===== src/rtl/sub16_pkg.sv =====
// Shared types and constants for the nibble-serial 16-bit subtractor.
package sub16_pkg;

    localparam int WIDTH   = 16;
    localparam int NIB_W   = 4;
    localparam int NIBBLES = 4;

    localparam logic [15:0] SAT_POS = 16'h7FFF;
    localparam logic [15:0] SAT_NEG = 16'h8000;

    typedef enum logic [1:0] {
        IDLE = 2'd0,
        CALC = 2'd1,
        DONE = 2'd2
    } state_e;

    // Two's complement overflow of A - B judged from the sign bits alone.
    function automatic logic signed_ovfl(input logic a_msb, input logic b_msb, input logic d_msb);
        return (a_msb != b_msb) && (d_msb != a_msb);
    endfunction

endpackage


===== src/rtl/sub_nibble4.sv =====
// One 4-bit subtract slice in A + ~B + cin form; cout=1 means no borrow out.
import sub16_pkg::*;

module sub_nibble4 (
    input  logic [NIB_W-1:0] a,
    input  logic [NIB_W-1:0] b,
    input  logic             cin,
    output logic [NIB_W-1:0] sum,
    output logic             cout
);

    logic [NIB_W:0] w_total;

    assign w_total = {1'b0, a} + {1'b0, ~b} + {{NIB_W{1'b0}}, cin};
    assign sum     = w_total[NIB_W-1:0];
    assign cout    = w_total[NIB_W];

endmodule


===== src/rtl/sub16_nibble_serial.sv =====
// Sequential 16-bit subtractor, one nibble per cycle with a registered borrow chain.
// Build option SUB16_SAT_EN saturates D to the signed limit when Ovfl is set.
import sub16_pkg::*;

module sub16_nibble_serial (
    input  logic              clk,
    input  logic              rst,
    input  logic              in_valid,
    output logic              in_ready,
    input  logic [WIDTH-1:0]  A,
    input  logic [WIDTH-1:0]  B,
    output logic              out_valid,
    input  logic              out_ready,
    output logic [WIDTH-1:0]  D,
    output logic              Bout,
    output logic              Ovfl
);

    state_e             r_state;
    state_e             w_state_next;
    logic [WIDTH-1:0]   r_a;
    logic [WIDTH-1:0]   r_b;
    logic [11:0]        r_acc;
    logic [1:0]         r_idx;
    logic               r_carry;
    logic [WIDTH-1:0]   r_d;
    logic               r_bout;
    logic               r_ovfl;
    logic               r_out_valid;

    logic               w_accept;
    logic [NIB_W-1:0]   w_a_nib;
    logic [NIB_W-1:0]   w_b_nib;
    logic [NIB_W-1:0]   w_sum;
    logic               w_cout;
    logic [WIDTH-1:0]   w_d_wrap;
    logic               w_ovfl;
    logic [WIDTH-1:0]   w_d_final;

    assign w_accept = in_valid && (r_state == IDLE);
    assign w_a_nib  = r_a[{r_idx, 2'b00} +: NIB_W];
    assign w_b_nib  = r_b[{r_idx, 2'b00} +: NIB_W];

    sub_nibble4 u_slice (
        .a    (w_a_nib),
        .b    (w_b_nib),
        .cin  (r_carry),
        .sum  (w_sum),
        .cout (w_cout)
    );

    // Final slice lands straight in the output register, so D never shows a partial value.
    assign w_d_wrap = {w_sum, r_acc};
    assign w_ovfl   = signed_ovfl(r_a[15], r_b[15], w_sum[NIB_W-1]);

    // Result selection: wrapped difference, or signed saturation when enabled.
    always_comb begin
        w_d_final = w_d_wrap;
`ifdef SUB16_SAT_EN
        if (w_ovfl) begin
            if (r_a[15]) begin
                w_d_final = SAT_NEG;
            end else begin
                w_d_final = SAT_POS;
            end
        end else begin
            w_d_final = w_d_wrap;
        end
`endif
    end

    // State register.
    always_ff @(posedge clk) begin
        if (rst) begin
            r_state <= IDLE;
        end else begin
            r_state <= w_state_next;
        end
    end

    // Next-state decode.
    always_comb begin
        w_state_next = r_state;
        case (r_state)
            IDLE: begin
                if (w_accept) w_state_next = CALC;
                else          w_state_next = IDLE;
            end
            CALC: begin
                if (r_idx == 2'd3) w_state_next = DONE;
                else               w_state_next = CALC;
            end
            DONE: begin
                if (out_ready) w_state_next = IDLE;
                else           w_state_next = DONE;
            end
            default: w_state_next = IDLE;
        endcase
    end

    // Operand capture, per-slice accumulation and result registers.
    always_ff @(posedge clk) begin
        if (rst) begin
            r_a         <= 16'h0000;
            r_b         <= 16'h0000;
            r_acc       <= 12'h000;
            r_idx       <= 2'd0;
            r_carry     <= 1'b0;
            r_d         <= 16'h0000;
            r_bout      <= 1'b0;
            r_ovfl      <= 1'b0;
            r_out_valid <= 1'b0;
        end else begin
            case (r_state)
                IDLE: begin
                    if (w_accept) begin
                        r_a     <= A;
                        r_b     <= B;
                        r_idx   <= 2'd0;
                        r_carry <= 1'b1;
                    end
                end
                CALC: begin
                    r_carry <= w_cout;
                    r_idx   <= r_idx + 2'd1;
                    case (r_idx)
                        2'd0:    r_acc[3:0]  <= w_sum;
                        2'd1:    r_acc[7:4]  <= w_sum;
                        2'd2:    r_acc[11:8] <= w_sum;
                        default: begin
                            r_d         <= w_d_final;
                            r_bout      <= ~w_cout;
                            r_ovfl      <= w_ovfl;
                            r_out_valid <= 1'b1;
                        end
                    endcase
                end
                DONE: begin
                    if (out_ready) r_out_valid <= 1'b0;
                end
                default: r_out_valid <= 1'b0;
            endcase
        end
    end

    assign in_ready  = (r_state == IDLE);
    assign out_valid = r_out_valid;
    assign D         = r_d;
    assign Bout      = r_bout;
    assign Ovfl      = r_ovfl;

endmodule


===== config.mk =====
export PLATFORM = sky130hd
export DESIGN_NAME = sub16_nibble_serial
export DESIGN_NICKNAME = d
export VERILOG_FILES = /design/src/rtl/sub16_pkg.sv /design/src/rtl/sub_nibble4.sv /design/src/rtl/sub16_nibble_serial.sv
export SDC_FILE = /design/constraint.sdc
export NUM_CORES = 1
export LEC_CHECK = 0
export CAP_MARGIN = 20
export CORE_ASPECT_RATIO = 1.1
export CORE_MARGIN = 2
export CORE_UTILIZATION = 25
export DETAILED_ROUTE_END_ITERATION = 8
export SYNTH_ARGS = -nofsm -noshare
export SYNTH_HDL_FRONTEND = slang
export SYNTH_SLANG_ARGS = --single-unit

===== constraint.sdc =====
create_clock -name clk -period 6 [get_ports clk]
set_input_delay 0.6 -clock clk [delete_from_list [all_inputs] [get_ports clk]]
set_output_delay 0.6 -clock clk [all_outputs]
set_load 0.05 [all_outputs]

; ---- Word level (Yosys, flattened, before mapping)
; Index checks and enable logic that the tools add are counted.
[word_totals]
out_inout_bits = 20
reg_bits = 68
in_bits = 36
elab_cells = 55
[classes]
mux = 11
eq_ne = 10
bitwise_logic = 4
n_addsub = 3
n_shift = 2
n_reduce_logical = 13
[op_table]
columns = op, n
row1 = indexed part select 16 x 5 -> 4 bit, 2
row2 = AND reduction 2 bit, 6
row3 = "== test 2 bit, second input constant", 3
row4 = two-way mux 2 bit, 3
row5 = one-hot mux 2 bit (3 select lines), 1
row6 = adder 4 x 4 -> 5 bit, 1
row7 = adder 5 x 1 -> 5 bit, 1
row8 = "== test 2 x 1 -> 1 bit, second input constant", 2
row9 = logical NOT 2 bit, 2
row10 = two-way mux 1 bit, 4
row11 = "inequality test 2 bit, second input constant", 2
row12 = inverter 4 bit, 1
row13 = one-hot mux 2 bit (2 select lines), 1
row14 = inverter 1 bit, 3
row15 = one-hot mux 1 bit (3 select lines), 1
row16 = AND reduction 3 bit, 1
row17 = OR reduction 3 bit, 1
row18 = "adder 2 x 1 -> 2 bit, second input constant", 1
row19 = logical AND 1 bit, 2
row20 = inequality test 1 bit, 2
row21 = "inequality test 2 x 1 -> 1 bit, second input constant", 1
row22 = one-hot mux 1 bit (2 select lines), 1
row23 = nonzero test 2 bit, 1

; ---- Logic depth before layout (Yosys ltp)
; Gate-level depths: netlist of run 1.
[logic_depth]
ltp_word = 6
depth_mapped = 9
ltp_nobuf = 8

; ---- Cells and area by module
; From an unflattened synthesis of run 1, not the netlist that was laid out.
[hier_totals]
cells_unflattened = 336
area_unflattened_um2 = 2897.8
[by_module_without_submodules]
columns = mod, area_per_inst_um2, cells_per_inst, n_inst, seq_area_each_um2
row1 = sub16_nibble_serial, 2745.1, 317, 1, 1361.3
row2 = sub_nibble4, 152.6, 19, 1, 0.0

; ---- Least setup slack after synthesis of run 1
; No wires, ideal clock.
[synth_timing]
kind = reg-to-reg
start = register r_idx[0]
end = register r_ovfl (netlist: Ovfl)
path_stages_with_launch = 8
setup_time_ns = 0.088
slack_ns = 3.261
arrival_ns = 2.651
cell_sequence = dfxtp_1 buf_2 mux4_2 fa_1 nand3b_2 and3b_1 or4b_4 a311oi_2
[synth_via]
elab_chain_cells = 6
word_cells_on_any_way = 13
cone_classes = 2 x add/sub / 3 x eq/ne / 2 x shift / 2 x bitwise / 4 x reduce/logical
[synth_rtl]
columns = item, line
row1 = "start, declared", sub16_nibble_serial.sv:24  ; logic [1:0] r_idx;
row2 = "start signal, assigned", sub16_nibble_serial.sv:125  ; r_idx <= r_idx + 2'd1;
row3 = indexed part select 16 x 5 -> 4 bit, sub16_nibble_serial.sv:42  ; assign w_b_nib = r_b[{r_idx, 2'b00} +: NIB_W];
row4 = inverter 4 bit, sub_nibble4.sv:14  ; assign w_total = {1'b0, a} + {1'b0, ~b} + {{NIB_W{1'b0}}, cin};
row5 = adder 4 x 4 -> 5 bit, sub_nibble4.sv:14
row6 = adder 5 x 1 -> 5 bit, sub_nibble4.sv:14
row7 = inequality test 1 bit, sub16_pkg.sv:19  ; return (a_msb != b_msb) && (d_msb != a_msb);
row8 = logical AND 1 bit, sub16_pkg.sv:19
row9 = "end signal, assigned", sub16_nibble_serial.sv:133  ; r_ovfl <= w_ovfl;
row10 = "end, declared", sub16_nibble_serial.sv:28  ; logic r_ovfl;
; Several ways; a longest one is shown, not always the timed one.
; A chain may end at the register's enable or synchronous reset.

; ---- Worst setup path in the final report of run 1
; Ends and elaborated chain as after synthesis.

==> results of run 1 <==
## critical path, delay by kind of cell (launching register included)
family                   cells  cell delay, ps
AO/OA/AOI/OAI                1             230
multiplexers                 1             610
adder cells (fa/ha/maj)      1             450
flip-flops                   1             720
AND/OR/NAND/NOR              3             930
## final timing paths
check	start	to	slack, ps	depth (start not counted)
worst min register to register	D[5]	D[5]	450	2
worst max register to register	r_idx[0]	Ovfl	2980	6
worst max-delay path	r_idx[0]	Ovfl	2980	6
worst min-delay path	D[5]	D[5]	450	2
## through the flow
stage | power (mW) | area (µm²)
floorplan | 0.584 | 2820
global placement | 0.629 | 3470
detailed placement | 0.634 | 3470
CTS | 1.14 | 3760
global route | 1.18 | 3790
finish | 1.13 | 3790
## registers in the layout (all words and copies together) (netlist names)
name,flops
D,16
r_a,16
Bout,1
r_acc,12
out_valid,1
Ovfl,1
r_state,2
r_b,16
r_carry,1
r_idx,2
## final cells by class
cell class	instances	area (µm²)
Sequential cell	68	1360
Inverter	9	33.8
Fill cell	1155	7170
Tap cell	147	184
Clock inverter	2	35.0
Multi-Input combinational cell	227	1340
Timing Repair Buffer	58	588
Clock buffer	13	250
## per-layer routing
| metal | GRT usage [%] | vias up | part of all wire [%] |
|---|---|---|---|
| li1 | - | 1177 | - |
| met1 | 13.8 | 1026 | 46 |
| met5 | 0 | - | 0 |
| met4 | 2.93 | 0 | 0.56 |
| met3 | 4.67 | 4 | 5.8 |
| met2 | 19.0 | 58 | 48 |
## cells by family (layout without fill, tap and decap cells)
logic type | count (synthesis) | in the layout | share of synthesized area (%)
buf+inv | 32 | 82 | 4.57
mux | 11 | 11 | 7.45
flops | 68 | 68 | 48.2
fa+ha+maj | 9 | 9 | 4.52
compound gates | 70 | 70 | 13.8
simple gates | 136 | 136 | 21.1
xor+xnor | 1 | 1 | 0.310
## cells in the mapped netlist (all sizes together)
cell	count	share of area, %
or4b	1	0.49
o21ai	3	0.53
dfxtp	68	48
nor3b	1	0.44
xnor2	1	0.31
and2	4	0.89
a21boi	1	0.27
a311oi	2	0.84
ha	7	3.1
mux4	8	6.4
mux2i	3	1.1
nor2	15	2.0
inv	9	1.2
clkbuf	17	2.3
or3	2	0.44
nor3	2	0.35
nor2b	3	0.66
nand2	97	13
a21oi	56	10
nand2b	4	0.89
buf	6	1.1
nand3	1	0.18
fa	2	1.4
a211oi	8	2.1
and3b	1	0.31
nand3b	5	1.5
## report_power, final
group          internal [mW]  switching, mW  leakage, nW
registers              0.473         0.0155        0.555
logic                 0.0676         0.0721        0.621
clock network          0.330          0.174        0.140
==> results.cfg, run 1 <==
[run_status]
run_status = finished clean

[place]
finalWeightedCongestion = 0.760
count_of_buffers_from_port_buffering = 55
detailedPlacementHpwl_um = 4470
detailedPlace.worstSlack_ps = 2960
dp_cells = 507

[drt]
route.antenna.remaining_nets = 0
detailedRoute.firstPassIterationCount = 4
detail_route.vias_per_cell = 4.32
vias = 2265
routedWlPerCell_um = 12.2
drt_wl_total_um = 6400
detail_route.drc_violations = 0
detail_route.iter0.violations = 107

[synthesis]
synth_nets = 372
ys_seq_elements = 68
number_of_warning_messages_in_the_yosys_log = 0
synth_area_per_cell_um2 = 8.63
yosysSeqAreaShare_pct = 48.2
count_of_cell_types_in_the_netlist = 32
postSynthCellCount = 327
post_synth_instance_area_um2 = 2820

[clocking]
cts.hold.buffers_added = 0
htree_depth = 3
tritoncts = yes
path_clk_slew_ps = 50
clock_tree.root_cell = sky130_fd_sc_hd__clkbuf_16
cts_post_setup_buffers_inserted = 0
cts.sinks = 68
number_of_gates_given_a_new_drive_strength_after_cts = 0
worst_skew_pair.late_latency_ps = 330
cts_buffers = 9
max-clock-path-buffers = 2

[global_routing]
global_route_wire_length_before_repair_um = 10900
vias_in_the_first_global_route = 2263
grt_antenna_before_repair = 0
gr-usage-all-layers_pct = 11.4
grt_max_degree = 69
grt_overflow_total = 0

[power_and_ir_drop]
peakVddDrop_mv = 0.121
pwr_density_cell_nw_per_um2 = 298
total_leakage_power_nw = 1.32

[sta]
hold_slack_final_ps = 450
final_hold_viol_count = 0
timing.final.crit_period_ps = 3020
worst_slew_margin_relative_to_its_limit_pct = 55.3
worst_pin_slew_ps = 669
clock.fmax_ghz = 0.332
rsz0062_at_grt = no
fin_tns_setup_ps = 0
final.period_utilization_pct = 50.3
setup-violations-final = 0
setup_ws_ps = 2980
final_max_slew_viol_count = 0
timing.clock.skew_ps = 6.36

[floorplan]
die_width_um = 105
initial_core_util_pct = 25.8
die_area_um2 = 12200
number_of_rows_created_at_floorplan = 40
die_y_um = 115
core_area_um2 = 11000
num_io_pins = 56

[setup_path]
timing_worst_setup_path_type = reg -> reg
critical_path_arrival_ps = 3260
timing.critical_path.cells = mux4_2, fa_1, nand3b_2, and3b_1, or4b_4, a311oi_2
end_kind = flip-flop
worst_path_max_delay_cell = sky130_fd_sc_hd__dfxtp_1
critical_path_peak_fanout = 11
worst_path_largest_cell_delay_ps = 720
critical_path_required_ps = 6240
critical_path.startpoint_type = flip-flop

[finish]
finish.utilization_pct = 34.6
area_added_between_synthesis_and_finish_pct = 34.3
layout.nets = 418
final-instance-count-excl-fill = 524
most_common_library_cell_in_the_layout_ignoring_fill_and_taps = sky130_fd_sc_hd__nand2_1
drive_gt1_share_pct = 7.96
layout.cells.most_common_list = 96 x sky130_fd_sc_hd__nand2_1, 68 x sky130_fd_sc_hd__dfxtp_1, 55 x sky130_fd_sc_hd__a21oi_1
antenna_diodes = 0

[job]
cap_viol_max_count = 0

[hold_path]
hold_class = reg -> reg
(Power assumes the default switching activity.)
==> run 2: changes to the inputs <==
- clock period: 6 -> 3.2 ns (I/O delays scaled with it)
==> run 2 against run 1 <==
  * Routed wire length decreased by 2.0%
  * Clock skew decreased by 2.9 ps
  * Critical path type unchanged
  * Cell count unchanged
==> results.cfg, run 2 (synthesis results as in run 1) <==
[power_and_ir_drop]
power_switching_mw = 0.486
sw_frac_of_total_pct = 23.1
pwr-share-seq_pct = 43.5
clockPowerShare_pct = 44.3
comb_power_share_pct = 12.2
pwr_density_cell_nw_per_um2 = 556
pwr_total_mw = 2.10
total_leakage_power_nw = 1.31
internal_power_mw = 1.61
peakVddDrop_mv = 0.258

[clocking]
number_of_gates_given_a_new_drive_strength_after_cts = 0
cts_post_setup_buffers_inserted = 0
clock_tree.root_cell = sky130_fd_sc_hd__clkbuf_16
path_clk_slew_ps = 50
tritoncts = yes
cts.sinks = 68
htree_depth = 3
cts_buffers = 9
max-clock-path-buffers = 2
cts.hold.buffers_added = 0
worst_skew_pair.late_latency_ps = 320

[finish]
area_added_between_synthesis_and_finish_pct = 33.7
antenna_diodes = 0
drive_gt1_share_pct = 8.49
layout.cells.most_common_list = 96 x sky130_fd_sc_hd__nand2_1, 68 x sky130_fd_sc_hd__dfxtp_1, 55 x sky130_fd_sc_hd__a21oi_1
layout.nets = 418
finish.utilization_pct = 34.4
most_common_library_cell_in_the_layout_ignoring_fill_and_taps = sky130_fd_sc_hd__nand2_1

[job]
cap_viol_max_count = 0

[sta]
final_hold_viol_count = 0
fin_tns_setup_ps = 0
worst_pin_slew_ps = 1020
final.period_utilization_pct = 87.9
timing.clock.skew_ps = 3.47
rsz0062_at_grt = no
setup-violations-final = 0
setup_ws_ps = 387
timing.final.crit_period_ps = 2810
worst_slew_margin_relative_to_its_limit_pct = 31.8
final_max_slew_viol_count = 0
clock.fmax_ghz = 0.355

[global_routing]
grt_max_degree = 54
global_route_wire_length_before_repair_um = 10800
grt_overflow_total = 0
vias_in_the_first_global_route = 2343
gr-usage-all-layers_pct = 11.2
grt_antenna_before_repair = 0

[place]
detailedPlacementHpwl_um = 4590
detailedPlace.worstSlack_ps = 389
count_of_buffers_from_port_buffering = 55
finalWeightedCongestion = 0.774

[hold_path]
hold-path-cell-count = 2
worst_hold_startpoint = D[11]
hold_class = reg -> reg

[setup_path]
end_kind = flip-flop
critical_path_required_ps = 3430
worstRegToRegCells = 8
timing.critical_path.cells = buf_4, mux4_2, inv_1, ha_1, a21oi_2, a21boi_1, or4b_4, a311oi_2
critical_path.startpoint_type = flip-flop
worst_path_largest_cell_delay_ps = 540
worst-path-buf-inv = 2
timing_worst_setup_path_type = reg -> reg
crit_cells = 8
critical_path_peak_fanout = 6
worst_path_max_delay_cell = sky130_fd_sc_hd__or4b_4
regToRegStartpoint = r_idx[0]
critical_path_arrival_ps = 3040
cpLargestDelayFamily = compound AO/OA/AOI/OAI gates
critical_path.startpoint = r_idx[0]

[drt]
detail_route.drc_violations = 0
detail_route.vias_per_cell = 4.32
drt_wl_total_um = 6270
vias = 2263
detailedRoute.firstPassIterationCount = 4
routedWlPerCell_um = 12.0
detail_route.iter0.violations = 58
route.antenna.remaining_nets = 0

[floorplan]
number_of_rows_created_at_floorplan = 40
initial_core_util_pct = 25.8
die_y_um = 115
core_area_um2 = 11000
die_width_um = 105
die_area_um2 = 12200
num_io_pins = 56

[run_status]
run_status = finished clean
==> run 2: cell count changes in the layout (fill, tap and decap cells not counted), sizes merged <==
cell	change
bufinv	-1
clkbuf	+1
==> run 2: power groups by stage <==
stage	combinational, mW	sequential, mW	clock (mW)
2_1_floorplan	0.176	0.919	0
3_3_place_gp	0.253	0.930	0
3_5_place_dp	0.260	0.930	0
4_1_cts	0.260	0.912	0.954
5_1_grt	0.285	0.918	0.994
6_report	0.257	0.912	0.930
==> run 2: final timing paths <==
kind | to | slack [ps]
setup / recovery | Ovfl | 390
setup reg to reg | Ovfl | 390
hold reg to reg | D[11] | 450
hold / removal | D[11] | 450
==> run 2: cell type report <==
class                      count  area [µm²]
clock inverter                 1        5.00
sequential                    68        1360
timing repair buffer          58         568
inverter                       9        33.8
fill                        1148        7190
clock buffer                  14         284
multi-input combinational    227        1340
tap                          147         184
==> run 2: routing by layer <==
layer,track usage (%),vias to the layer above,routed length [µm]
met5,0,-,0
met4,2.67,0,52
met3,3.99,7,356
met2,18.8,64,2880
met1,13.8,1014,2980
li1,-,1178,-
==> run 2: worst reg2reg max path, stage by stage, from the launching register on <==
cell                       delay, ps
sky130_fd_sc_hd__dfxtp_1         520
sky130_fd_sc_hd__buf_4           240
sky130_fd_sc_hd__mux4_2          510
sky130_fd_sc_hd__inv_1            70
sky130_fd_sc_hd__ha_1            280
sky130_fd_sc_hd__a21oi_2         190
sky130_fd_sc_hd__a21boi_1        140
sky130_fd_sc_hd__or4b_4          540
sky130_fd_sc_hd__a311oi_2        230
==> run 2: metrics by stage <==
stage,hold slack (ps),instances,instance area [µm²]
global placement,445,509,3490
CTS,452,524,3770
floorplan,431,327,2820
finish,452,524,3770
global route,467,524,3770
detailed placement,446,509,3490
==> run 3: changes to the inputs <==
- GPL_TIMING_DRIVEN: default -> 0
==> run 3 against run 2 <==
  * Sequential power decreased by 0.4%
  * Via count increased by 4.2%
  * Critical path depth decreased by 1
  * Clock-buffer cell count decreased by 3
  * Setup slack got worse by 110 ps
  * Combinational power increased by 5%
  * Non-clock buffer count increased by 19
  * Global-route usage increased by 0.70 points
  * Sequential share of layout area decreased by 0.28 points
==> results.cfg, run 3 (synthesis results as in run 1) <==
[run_status]
run_status = finished clean

[power_and_ir_drop]
total_leakage_power_nw = 1.33
peakVddDrop_mv = 0.223
pwr_density_cell_nw_per_um2 = 536

[floorplan]
die_area_um2 = 12200
die_y_um = 115
die_width_um = 105
number_of_rows_created_at_floorplan = 40
initial_core_util_pct = 25.8
core_area_um2 = 11000
num_io_pins = 56

[finish]
layout.cells.most_common_list = 96 x sky130_fd_sc_hd__nand2_1, 68 x sky130_fd_sc_hd__dfxtp_1, 55 x sky130_fd_sc_hd__a21oi_1
antenna_diodes = 0
layout.nets = 437
most_common_library_cell_in_the_layout_ignoring_fill_and_taps = sky130_fd_sc_hd__nand2_1
area_added_between_synthesis_and_finish_pct = 34.8
drive_gt1_share_pct = 8.10
fillers = 1139

[sta]
setup_ws_ps = 280
final_hold_viol_count = 0
fin_tns_setup_ps = 0
clock.fmax_ghz = 0.342
worst_slew_margin_relative_to_its_limit_pct = 57.2
hold_slack_final_ps = 452
timing.clock.skew_ps = 3.78
worst_pin_slew_ps = 643
timing.final.crit_period_ps = 2920
setup-violations-final = 0
rsz0062_at_grt = no
final_max_slew_viol_count = 0
final.period_utilization_pct = 91.3

[clocking]
clock_tree.root_cell = sky130_fd_sc_hd__clkbuf_16
cts_buffers = 9
cts.sinks = 68
htree_depth = 3
worst_skew_pair.late_latency_ps = 320
max-clock-path-buffers = 2
tritoncts = yes
path_clk_slew_ps = 50
cts.hold.buffers_added = 0
number_of_gates_given_a_new_drive_strength_after_cts = 0
cts_post_setup_buffers_inserted = 0

[setup_path]
regToRegStartpoint = r_idx[0]
critical_path_required_ps = 3440
timing_worst_setup_path_type = reg -> reg
cpLargestDelayFamily = simple AND/OR/NAND/NOR gates
critical_path.startpoint_type = flip-flop
worst_path_largest_cell_delay_ps = 570
worstRegToRegCells = 7
critical_path_arrival_ps = 3160
end_kind = flip-flop
worst_path_max_delay_cell = sky130_fd_sc_hd__mux4_2
timing.critical_path.cells = buf_2, mux4_2, fa_1, nand3b_2, and3b_1, or4b_4, a311oi_2
critical_path.startpoint = r_idx[0]
crit_cells = 7
critical_path_peak_fanout = 9
worst-path-buf-inv = 1

[global_routing]
grt_overflow_total = 0
grt_antenna_before_repair = 0
gr-usage-all-layers_pct = 11.9
vias_in_the_first_global_route = 2304
global_route_wire_length_before_repair_um = 11200
grt_max_degree = 11

[place]
detailedPlacementHpwl_um = 5160
finalWeightedCongestion = 0.837
count_of_buffers_from_port_buffering = 54
detailedPlace.worstSlack_ps = 262

[drt]
detailedRoute.firstPassIterationCount = 5
detail_route.drc_violations = 0
routedWlPerCell_um = 12.5
detail_route.iter0.violations = 54
drt_wl_total_um = 6800
detail_route.vias_per_cell = 4.35
vias = 2357
route.antenna.remaining_nets = 0

[hold_path]
hold-path-cell-count = 2
worst_hold_startpoint = r_b[8]
hold_class = reg -> reg

[job]
cap_viol_max_count = 0
run 3: cell count changes in the layout (fill, tap and decap cells not counted):
cell	previous run	this run
sky130_fd_sc_hd__buf_1	0	1
sky130_fd_sc_hd__buf_2	1	4
sky130_fd_sc_hd__buf_4	3	1
sky130_fd_sc_hd__clkbuf_1	1	18
sky130_fd_sc_hd__clkbuf_8	4	1
sky130_fd_sc_hd__clkinv_2	1	3
sky130_fd_sc_hd__nor3b_2	0	1
sky130_fd_sc_hd__nor3b_4	1	0
run 3: per-stage QoR:
stage          instances  instance area, µm²  total power, mW  utilization [%]
5_1_grt              542                3800             2.13             34.7
3_3_place_gp         528                3550             1.19             32.4
3_5_place_dp         528                3550             1.20             32.4
2_1_floorplan        327                2820             1.10                -
6_report             542                3800             2.04             34.7
4_1_cts              542                3800             2.06             34.7
run 3: worst register-to-register path: stages (launching register included):
cell and delay (ps):
sky130_fd_sc_hd__dfxtp_1 360, sky130_fd_sc_hd__buf_2 310, sky130_fd_sc_hd__mux4_2 570, sky130_fd_sc_hd__fa_1 450
sky130_fd_sc_hd__nand3b_2 240, sky130_fd_sc_hd__and3b_1 190, sky130_fd_sc_hd__or4b_4 480, sky130_fd_sc_hd__a311oi_2 230
run 3: report_power, final:
group | switching (mW) | internal, mW | leakage (nW) | total (mW)
sequential | 0.0212 | 0.887 | 0.555 | 0.908
combinational | 0.143 | 0.126 | 0.643 | 0.269
clock | 0.331 | 0.532 | 0.131 | 0.863
run 3: path summary, 6_finish.rpt:
check / endpoint / slack, ps
setup reg to reg: Ovfl / 280
setup / recovery: Ovfl / 280
hold / removal: r_b[8] / 450
hold reg to reg: r_b[8] / 450
run 3: layout make-up:
cell class / count / area [µm²] / share of cell area (%)
sequential: 68 / 1360 / 35.8
multi-input combinational: 227 / 1330 / 35.0
timing repair buffer: 54 / 541 / 14.2
clock buffer: 11 / 243 / 6.38
tap: 147 / 184 / 4.83
buffer: 23 / 95.1 / 2.50
inverter: 9 / 33.8 / 0.888
clock inverter: 3 / 15.0 / 0.395
run 3: layer usage:
| metal | global-route usage (%) | part of all wire [%] | up-vias |
|---|---|---|---|
| li1 | - | - | 1215 |
| met1 | 15.0 | 47 | 1076 |
| met2 | 19.5 | 46 | 56 |
| met3 | 3.54 | 5.0 | 10 |
| met4 | 4.27 | 1.5 | 0 |
| met5 | 0 | 0 | - |
